===== config.mk =====
export PLATFORM = sky130hd
export DESIGN_NAME = dmem_byte_arbiter
export DESIGN_NICKNAME = d
export VERILOG_FILES = /design/src/rtl/dmem_byte_arbiter.sv
export SDC_FILE = /design/constraint.sdc
export NUM_CORES = 1
export LEC_CHECK = 0
export ABC_AREA = 0
export CORE_MARGIN = 8
export CORE_UTILIZATION = 41
export CTS_CLUSTER_DIAMETER = 100
export DETAILED_ROUTE_END_ITERATION = 10
export PLACE_DENSITY = 0.84
export SYNTH_ARGS = -nofsm -noshare
export SYNTH_HDL_FRONTEND = slang
export SYNTH_SLANG_ARGS = --single-unit

===== constraint.sdc =====
create_clock -name clk -period 2.3 [get_ports clk]
set_clock_uncertainty 0.05 [all_clocks]
set_input_delay 0.345 -clock clk [delete_from_list [all_inputs] [get_ports clk]]
set_output_delay 0.345 -clock clk [all_outputs]
set_load 0.05 [all_outputs]

===== src/rtl/dmem_byte_arbiter.sv =====
// Two-port round-robin arbiter that serialises 64-bit requests into
// little-endian byte cycles on a shared byte-wide data memory.
module dmem_byte_arbiter #(
  parameter int MEM_AW = 8,
  parameter int DATA_W = 64
) (
  input  logic              clk,
  input  logic              reset,
  input  logic              r0_valid,
  input  logic              r0_we,
  input  logic [63:0]       r0_addr,
  input  logic [DATA_W-1:0] r0_wdata,
  output logic              r0_ready,
  output logic [DATA_W-1:0] r0_rdata,
  input  logic              r1_valid,
  input  logic              r1_we,
  input  logic [63:0]       r1_addr,
  input  logic [DATA_W-1:0] r1_wdata,
  output logic              r1_ready,
  output logic [DATA_W-1:0] r1_rdata,
  output logic [MEM_AW-1:0] mem_addr,
  output logic [7:0]        mem_wdata,
  output logic              mem_we,
  output logic              mem_re,
  input  logic [7:0]        mem_rdata,
  output logic              busy,
  output logic              owner
);

  localparam int NB = DATA_W / 8;
  localparam int CW = (NB > 1) ? $clog2(NB) : 1;

  typedef enum logic [1:0] {
    S_IDLE = 2'd0,
    S_XFER = 2'd1,
    S_DONE = 2'd2
  } state_t;

  state_t              r_state;
  logic [CW-1:0]       r_cnt;
  logic                r_last_grant;
  logic                r_owner;
  logic                r_we;
  logic [MEM_AW-1:0]   r_base;
  logic [DATA_W-1:0]   r_wdata;
  logic [DATA_W-1:0]   r_rbuf;
  logic [DATA_W-1:0]   r_rdata0;
  logic [DATA_W-1:0]   r_rdata1;

  logic                w_grant;
  logic                w_last_byte;
  logic                w_in_xfer;
  logic [MEM_AW-1:0]   w_byte_addr;
  logic [DATA_W-1:0]   w_rbuf_next;
  logic                w_unused_addr_bits;

  // Only the low MEM_AW address bits select a byte; the rest are ignored.
  assign w_unused_addr_bits = ^{r0_addr[63:MEM_AW], r1_addr[63:MEM_AW]};

  // On a tie the port that did not win last time is granted.
  assign w_grant     = (r0_valid && r1_valid) ? ~r_last_grant : r1_valid;
  assign w_last_byte = (r_cnt == CW'(NB - 1));
  assign w_in_xfer   = (r_state == S_XFER);
  assign w_byte_addr = r_base + MEM_AW'(r_cnt);

  // Read buffer with the byte of the current cycle replaced by mem_rdata.
  generate
    for (genvar gi = 0; gi < NB; gi++) begin : g_rbyte
      assign w_rbuf_next[8*gi +: 8] = (r_cnt == CW'(gi)) ? mem_rdata : r_rbuf[8*gi +: 8];
    end
  endgenerate

  // Memory strobes and ready pulses are decoded from registered state only.
  assign mem_addr  = w_in_xfer ? w_byte_addr : '0;
  assign mem_wdata = (w_in_xfer && r_we) ? r_wdata[8*r_cnt +: 8] : 8'h00;
  assign mem_we    = w_in_xfer && r_we;
  assign mem_re    = w_in_xfer && !r_we;
  assign r0_ready  = (r_state == S_DONE) && !r_owner;
  assign r1_ready  = (r_state == S_DONE) && r_owner;
  assign busy      = (r_state != S_IDLE);
  assign owner     = r_owner;
  assign r0_rdata  = r_rdata0;
  assign r1_rdata  = r_rdata1;

  // Arbitration, byte sequencing and read-data assembly.
  always_ff @(posedge clk or negedge reset) begin
    if (!reset) begin
      r_state      <= S_IDLE;
      r_cnt        <= '0;
      r_last_grant <= 1'b1;
      r_owner      <= 1'b0;
      r_we         <= 1'b0;
      r_base       <= '0;
      r_wdata      <= '0;
      r_rbuf       <= '0;
      r_rdata0     <= '0;
      r_rdata1     <= '0;
    end else begin
      case (r_state)
        S_IDLE: begin
          if (r0_valid || r1_valid) begin
            r_last_grant <= w_grant;
            r_owner      <= w_grant;
            r_cnt        <= '0;
            r_state      <= S_XFER;
            if (w_grant) begin
              r_we    <= r1_we;
              r_base  <= r1_addr[MEM_AW-1:0];
              r_wdata <= r1_wdata;
            end else begin
              r_we    <= r0_we;
              r_base  <= r0_addr[MEM_AW-1:0];
              r_wdata <= r0_wdata;
            end
          end
        end
        S_XFER: begin
          if (!r_we) begin
            r_rbuf <= w_rbuf_next;
          end
          if (w_last_byte) begin
            // Publish read data so it is valid together with the ready pulse.
            if (!r_we) begin
              if (r_owner) begin
                r_rdata1 <= w_rbuf_next;
              end else begin
                r_rdata0 <= w_rbuf_next;
              end
            end
            r_state <= S_DONE;
          end else begin
            r_cnt <= r_cnt + 1'b1;
          end
        end
        S_DONE: begin
          r_state <= S_IDLE;
        end
        default: begin
          r_state <= S_IDLE;
        end
      endcase
    end
  end

endmodule

Yosys cells after proc, flatten, opt, wreduce, memory -nomap -nowiden
Cells that the tools add are included.
{"block": "word_totals", "reg_bits": 272, "out_inout_bits": 150, "in_bits": 270}
{"block": "classes", "n_reduce_logical": 18, "bitwise": 3, "mux": 20, "eq_ne": 12, "shift": 1, "add_sub_neg": 2}
{"cell": "8-bit 2-to-1 mux", "count": 11}
{"cell": "64-bit 2-to-1 mux", "count": 1}
{"cell": "64-bit by 7-bit indexed part select with 8-bit output", "count": 1}
{"cell": "3-bit equality test, second input constant", "count": 4}
{"cell": "8-bit by 3-bit adder with 8-bit output", "count": 1}
{"cell": "4-bit AND reduction", "count": 2}
{"cell": "3-bit by 2-bit equality test with 1-bit output, second input constant", "count": 2}
{"cell": "3-bit 2-to-1 mux", "count": 2}
{"cell": "2-bit != test, second input constant", "count": 3}
{"cell": "3-bit case mux with 2 select lines", "count": 1}
{"cell": "2-bit AND reduction", "count": 3}
{"cell": "1-bit logical AND", "count": 5}
{"cell": "2-bit 2-to-1 mux", "count": 2}
{"cell": "2-bit case mux with 2 select lines", "count": 1}
{"cell": "2-bit nonzero test", "count": 2}
{"cell": "3-bit by 1-bit adder with 3-bit output, second input constant", "count": 1}
{"cell": "3-bit by 1-bit equality test with 1-bit output, second input constant", "count": 1}
{"cell": "3-bit logical NOT", "count": 1}
{"cell": "1-bit NOT", "count": 3}
{"cell": "3-bit AND reduction", "count": 1}
{"cell": "2-bit by 1-bit equality test with 1-bit output, second input constant", "count": 1}
{"cell": "2-bit equality test, second input constant", "count": 1}
{"cell": "1-bit logical NOT", "count": 2}
{"cell": "2-bit logical NOT", "count": 1}
{"cell": "other kinds (2)", "count": 3}

Longest topological paths before layout
Gate-level depths: netlist of run 1.
{"block": "logic_depth", "depth_word": 3, "mapped_depth": 8, "ltp_nobuf": 5}

Worst setup path before layout of run 1
OpenSTA, ideal clock, no wires.
{"block": "synth_timing", "path_kind": "register -> output", "start": "reg r_owner, in the netlist owner", "end": "out r0_ready", "stages_incl_launch_ff": 5, "n_path_buf": 3, "t_arrival_ns": 2.346, "t_required_ns": 1.905, "path_slack_ns": -0.441, "cell_sequence": "dfrtp_1 -> clkbuf_1 -> clkbuf_1 -> clkbuf_1 -> nor3b_1"}
{"block": "synth_between", "elab_chain_len": 2}
{"item": "start: declaration", "line": "42", "source": "logic r_owner;"}
{"item": "start signal: assignment", "line": "103", "source": "r_owner <= w_grant;"}
{"item": "1-bit logical NOT", "line": "78", "source": "assign r0_ready = (r_state == S_DONE) && !r_owner;"}
{"item": "1-bit logical AND", "line": "78"}
{"item": "end: declaration", "line": "13", "source": "output logic r0_ready,"}
No other way between the ends.

Final worst setup path of run 1
{"block": "layout_timing", "start": "reg r_cnt[0]", "end": "out mem_wdata[1]"}
{"block": "layout_between", "elab_chain_len": 2}
{"item": "start: declaration", "line": "40", "source": "logic [CW-1:0] r_cnt;"}
{"item": "start signal: assignment", "line": "132", "source": "r_cnt <= r_cnt + 1'b1;"}
{"item": "64-bit by 7-bit indexed part select with 8-bit output", "line": "75", "source": "assign mem_wdata = (w_in_xfer && r_we) ? r_wdata[8*r_cnt +: 8] : 8'h00;"}
{"item": "8-bit 2-to-1 mux", "line": "75"}
{"item": "end: declaration", "line": "22", "source": "output logic [7:0] mem_wdata,"}
No other way between the ends.

==> results.md, run 1 <==
### STA
- 0.626 ns — slew of the pin with the lowest slew margin
- 0 — number of hold violations in the final report
- -0.280 ns — minimum setup slack in the final design
- 0 — Max Slew Vio Count
- 0.288 ns — minimum hold slack
- 58.1% — normalized max-slew margin
- 2.58 ns — minimum clock period after layout
- yes — RSZ-0062 raised after global routing
- 16 — setup violators final
- 112% — share of the cycle needed by the critical path after routing
- 388 MHz — timing-limited maximum frequency

### Drt
- 5.46 — Vias per Instance
- 0 — antenna-violating nets left
- 9116 — detailed-route via count
- 21.9 µm — WL/cell
- 0 — remaining design rule violation count
- 36.5 mm — wirelength, routed
- 5 — count of TritonRoute iterations in the first routing pass
- 423 — 1st-iter DRT viols

### CTS
- clkbuf_16 — CTS root buf
- 1 — H-tree Lvls
- 0.54 ns — clock latency on the worst-skew pair
- 0.06 ns — clock transition at the registers of the reported paths
- yes — TritonCTS clock tree
- 3 — clock buffer depth
- 27 — number of buffers created by CTS
- 264 — clk sink count

### Pwr
- 0.688 mV — worst voltage drop across the vdd grid
- 1640 nW/µm² — cell area power density
- 7.14 nW — leakage
- 28.2 mW — sum of internal, switching and leakage power

### Setup path
- 2.19 ns — Worst Path Arrival
- 4 — WP depth
- buf_12 -> mux4_2 -> a22o_1 -> buf_6 — series of cell instances along the critical path
- mem_wdata[1] — capturing instance or port of the critical path
- r_cnt[1] — source of the worst register-to-register timing path
- 0.59 ns — largest stage delay on the critical path
- reg -> out — classification of the worst setup path
- 1.90 ns — Req. time, crit path
- mux4_2 — library cell contributing the largest single delay on the critical path
- r1_rdata[25] — RR Endpoint
- 11 — worst reg-to-reg path cell count
- output pin — Worst Setup End Kind
- r_cnt[0] — Critical Path Start
- 2 — total buffers and inverters traversed by the critical path
- multiplexers — cell family contributing the most delay on the critical path
- -0.01 ns — Register-to-Register Setup Slack
- register — kind of launch point of the worst setup path
- 16 — worst-path maximum fanout

### Place
- 15900 µm² — standard cell area after detailed placement
- 25.6 mm — half-perimeter wire length after detailed placement
- 0.766 — weighted congestion reported at the end of routability-driven placement
- -0.0151 ns — worst slack, placed
- 307 — IO Port Bufs

### Synth
- 264 — flip-flop and latch count after synthesis
- dfrtp_1 (54%), mux2_2 (19%), a21oi_1 (4.9%) — cells taking the most area after synthesis
- 12.8 µm² — Avg Inst Size Synth
- dfrtp_1 — most common flop cell mapped by yosys
- 12200 µm² — post-synthesis instance area
- 0 — EDFF count, synth
- 54.1% — post-synthesis sequential area ratio
- 53.9% — area share of the leading cell type in the synthesized netlist
- dfrtp_1 (263), mux2_2 (204), a21oi_1 (119) — ranking of synthesized cells by instance count
- dfrtp_1 — cell type contributing the most total cell area after synthesis
- dfrtp_1 — most common cell in the netlist
- 42 — number of unique standard cell types used by synthesis
- 954 — instance count of the mapped netlist
- 0 — number of warning messages in the yosys log
- 1234 — Post-Syn Nets
- 100% — fraction of registers with async set/reset

### Floorplanning
- 189 µm — chip width
- 63 — cell row count
- 189 µm — y dimension of the die
- 41.4% — starting utilization of the core area
- 35500 µm² — area enclosed by the die boundary
- 420 — top-level port count
- 29500 µm² — area of the core

### Finish
- 41.3% — Synth-to-Final Area Change
- 0 — count of inserted antenna diode cells
- 30.6% — fraction of final layout cells sized beyond drive strength 1
- 17200 µm² — post-route design area
- 58.5% — Core Util, Final
- 1539 — Final #Nets

### Outcome
- negative setup slack — violations in the final reports
- finished, violations left — outcome

### GRT
- 55.7 mm — wire length of the first global-routing pass
- 0 — remaining global-route overflow
- 9855 — vias in the first global route
- 63 — pin count of the biggest net entering global routing
- 19.6% — global-route total usage across every layer
- 1 — number of antenna violations at the first check in global routing

### Job
- 0 — number of max-capacitance violations reported

### Min path
- in -> async — worst min-delay path class

==> worst register-to-register path, stage by stage (launching register included) <==
cell	delay, ns
dfrtp_2	0.47
buf_6	0.14
buf_6	0.10
buf_6	0.11
ha_4	0.16
ha_4	0.15
nor4bb_4	0.14
buf_4	0.17
and2_4	0.19
clkbuf_16	0.17
buf_8	0.16
a21oi_1	0.18
==> state kept, by name, indices dropped and copies added (netlist names) <==
register	flops
owner	1
r0_rdata	64
r1_rdata	64
r_base	8
r_cnt	3
r_last_grant	1
r_rbuf	56
r_state	2
r_wdata	64
r_we	1
==> metal layers <==
| metal | vias to the layer above | share of wire, % | global-route usage (%) |
|---|---|---|---|
| li1 | 4070 | - | - |
| met1 | 4537 | 38 | 23.2 |
| met2 | 440 | 49 | 32.7 |
| met3 | 67 | 9.9 | 6.75 |
| met4 | 2 | 3.2 | 6.76 |
| met5 | - | 0.027 | 0 |
==> placed cells by master, fill, tap and decap left out, drive strengths merged, types with 2 or more instances in the layout <==
master,instances
a2111o,2
a21oi,119
a22o,8
and2,4
and3,2
buf,73
clkbuf,44
clkdlybuf4s50,284
clkinv,6
clkinvlp,2
dfrtp,263
ha,9
inv,6
mux2,218
mux2i,59
mux4,16
nand2,13
nand2b,5
nand3,3
nor2,5
nor3b,2
o21ai,116
o22ai,3
or3,2
==> how the worst min path moves through the flow <==
stage	startpoint	end	slack [ns]	depth (start not counted)
floorplan	reset	owner	-0.0006	0
global placement	reset	r0_rdata[37]	0.27	1
detailed placement	reset	r1_rdata[37]	0.27	1
CTS	reset	r1_rdata[37]	0.29	2
global route	reset	r0_rdata[34]	0.33	2
finish	reset	r1_rdata[37]	0.29	2
==> power breakdown <==
group / total [mW] / switching (mW) / internal (mW) / leakage [nW]
Combinational: 15.5 / 9.08 / 6.38 / 3.72
Clock: 4.36 / 1.81 / 2.56 / 0.440
Sequential: 8.37 / 1.44 / 6.93 / 2.97
Total: 28.2 / 12.3 / 15.9 / 7.14
==> timing repair <==
| item | CTS | global route |
|---|---|---|
| gates cloned | 0 | 4 |
| buffers inserted | 7 | 5 |
| hold endpoints to repair | 53 | 0 |
| setup endpoints to repair | 15 | 75 |
| gates resized for setup | 40 | 27 |
| hold buffers | 1 | 0 |
| pin swaps | 8 | 6 |
==> kinds of logic (layout without fill, tap and decap cells) <==
logic type	count (synthesis)	after routing	synth area share, %
buffers and inverters	92	417	3.68
XOR/XNOR	1	1	0.0718
AO/OA/AOI/OAI	250	250	10.7
AND/OR/NAND/NOR	44	44	2.31
flip-flops	264	264	54.1
adder cells (fa/ha/maj)	10	10	1.09
multiplexers	293	293	28.0
==> stage by stage <==
| step | TNS (ns) | instances |
|---|---|---|
| after detailed placement | -0.0180 | 1603 |
| after CTS | -3.71 | 1660 |
| final | -3.29 | 1669 |
| after global placement | 0 | 1603 |
| after floorplan | 0 | 954 |
| after global routing | -4.55 | 1669 |
==> cell type report <==
class                   count  area, µm²
flip-flops and latches    264       6620
multi-input cells         598       5370
clock inverters             9       82.6
repair buffers            362       3850
well taps                 390        488
inverters                   6       22.5
clock buffers              40        815
fillers                  2326      12200
Power figures use the tool's default switching activity.
==> run 2: changes to the inputs <==
--- a/config.mk
+++ b/config.mk
@@ -11,6 +11,7 @@
 export CTS_CLUSTER_DIAMETER = 100
 export DETAILED_ROUTE_END_ITERATION = 10
 export PLACE_DENSITY = 0.84
+export SKIP_CTS_REPAIR_TIMING = 1
 export SYNTH_ARGS = -nofsm -noshare
 export SYNTH_HDL_FRONTEND = slang
 export SYNTH_SLANG_ARGS = --single-unit
==> results.md, run 2 (synthesis results as in run 1) <==
### Pwr
- 28.0 mW — sum of internal, switching and leakage power, -0.77%
- 54.5% — part of the power in combinational logic, -0.3 points
- 29.9% — sequential power share, +0.2 points
- 7.07 nW — leakage, -0.94%
- 15.6% — clock network fraction of total power, about the same
- 12.2 mW — Switching Power, -0.92%
- 43.7% — net switching share of the total power, -0.067 points
- 0.685 mV — worst voltage drop across the vdd grid, -0.40%
- 15.8 mW — internal power, -0.65%
- 1640 nW/µm² — cell area power density, +0.22%

### CTS
- 264 — clk sink count, unchanged
- 1 — H-tree Lvls, unchanged
- 0.06 ns — clock transition at the registers of the reported paths, about the same
- 3 — clock buffer depth, unchanged
- yes — TritonCTS clock tree
- clkbuf_16 — CTS root buf
- 0.54 ns — clock latency on the worst-skew pair, about the same
- 27 — number of buffers created by CTS, unchanged

### Floorplanning
- 420 — top-level port count, unchanged
- 63 — cell row count, unchanged
- 189 µm — chip width, unchanged
- 35500 µm² — area enclosed by the die boundary, unchanged
- 189 µm — y dimension of the die, unchanged
- 29500 µm² — area of the core, unchanged
- 41.4% — starting utilization of the core area, unchanged

### Place
- 0.766 — weighted congestion reported at the end of routability-driven placement, unchanged
- 307 — IO Port Bufs, unchanged
- 25.6 mm — half-perimeter wire length after detailed placement, unchanged
- 15900 µm² — standard cell area after detailed placement, unchanged
- -0.0151 ns — worst slack, placed, unchanged
- 1603 — cell total after placement, unchanged

### Finish
- 1532 — Final #Nets, -0.45%
- 2357 — number of inserted filler cells in the final layout, +1.3%
- 5300 µm² — area of the multi-input gates, -1.2%
- 39.9% — Synth-to-Final Area Change
- 17100 µm² — post-route design area, -0.98%
- clkdlybuf4s50_1 (284), dfrtp_1 (259), mux2_2 (204), a21oi_1 (114), o21ai_0 (103) — highest-count cells in the layout ignoring fill and taps
- 57.9% — Core Util, Final, -0.57 points
- 29.3% — fraction of final layout cells sized beyond drive strength 1, -1.2 points
- clkdlybuf4s50_1 — most frequent standard cell in the layout excluding fill and tap cells
- 1662 — Post-Layout Cell Count, -0.42%
- 0 — count of inserted antenna diode cells, unchanged
- 6620 µm² — area taken by flip-flops and latches, unchanged

### STA
- 56.8% — normalized max-slew margin, -1.3 points
- 0.292 ns — minimum hold slack, +0.00410 ns
- 0 — number of hold violations in the final report, unchanged
- 382 MHz — timing-limited maximum frequency, -1.4%
- 2.62 ns — minimum clock period after layout, +0.0357 ns
- -3.76 ns — final sum of negative setup slack, -0.471 ns
- -0.316 ns — minimum setup slack in the final design, -0.0357 ns
- yes — RSZ-0062 raised after global routing
- 15 — setup violators final, -1
- 114% — share of the cycle needed by the critical path after routing, +1.6 points
- 0 — Max Slew Vio Count, unchanged
- 0.646 ns — slew of the pin with the lowest slew margin, +0.0192 ns

### Setup path
- register — kind of launch point of the worst setup path
- dfrtp_2 — library cell contributing the largest single delay on the critical path
- output pin — Worst Setup End Kind
- adder cells — cell family contributing the most delay on the critical path
- 4 — worst-path maximum fanout, -12
- ha_4 -> fa_2 -> a21oi_4 -> o21ai_2 -> a21oi_2 -> buf_12 — series of cell instances along the critical path
- 1 — total buffers and inverters traversed by the critical path, -1
- 0.47 ns — largest stage delay on the critical path, -0.12 ns
- 2.22 ns — Worst Path Arrival, +0.03 ns
- 1.90 ns — Req. time, crit path, about the same
- reg -> out — classification of the worst setup path

### Min path
- in -> async — worst min-delay path class

### Drt
- 35.7 mm — wirelength, routed, -2.2%
- 0 — antenna-violating nets left, unchanged
- 410 — 1st-iter DRT viols, -3.1%
- 5 — count of TritonRoute iterations in the first routing pass, unchanged
- 21.5 µm — WL/cell, -1.8%
- 5.42 — Vias per Instance, -0.81%
- 0 — remaining design rule violation count, unchanged
- 9004 — detailed-route via count, -1.2%

### Outcome
- finished, violations left — outcome
- negative setup slack — violations in the final reports

### Job
- 0 — number of max-capacitance violations reported, unchanged

### GRT
- 9794 — vias in the first global route, -0.62%
- 1 — number of antenna violations at the first check in global routing, unchanged
- 55.3 mm — wire length of the first global-routing pass, -0.56%
- 0 — remaining global-route overflow, unchanged
- 19.4% — global-route total usage across every layer, -0.12 points
- 63 — pin count of the biggest net entering global routing, unchanged

==> run 2: power groups by stage <==
stage          Sequential, mW  Clock, mW  Combinational, mW
2_1_floorplan            11.5          0               6.28
3_3_place_gp             8.23          0               14.5
3_5_place_dp             8.39          0               14.8
4_1_cts                  8.32       4.48               14.8
5_1_grt                  8.63       4.65               16.1
6_report                 8.36       4.36               15.3
==> run 2: area by class of cell <==
cell class | instances | area share [%]
Multi-Input combinational cell | 598 | 31.1
Inverter | 6 | 0.132
Sequential cell | 264 | 38.7
Tap cell | 390 | 2.86
Clock buffer | 40 | 4.77
Clock inverter | 9 | 0.484
Timing Repair Buffer | 355 | 22.0
==> run 2: metal layers <==
layer / GRT usage, % / vias to the layer above / wire length [µm]
met2: 32.2 / 389 / 17400
met3: 6.89 / 64 / 3410
met1: 23.0 / 4481 / 13700
li1: - / 4068 / -
met4: 7.25 / 2 / 1250
met5: 0 / - / 10
==> run 2: worst paths after layout <==
| path | from | endpoint | slack [ns] | depth (start not counted) |
|---|---|---|---|---|
| max in group asynchronous | reset | r0_rdata[57] | 1.09 | 3 |
| hold reg to reg | r_rbuf[43] | r_rbuf[43] | 0.45 | 1 |
| setup / recovery | r_cnt[0] | mem_addr[4] | -0.32 | 6 |
| min in group clk | r0_addr[3] | r_base[3] | 0.44 | 3 |
| setup reg to reg | r_cnt[1] | r1_rdata[62] | 0.02 | 8 |
| hold / removal | reset | r1_rdata[37] | 0.29 | 2 |
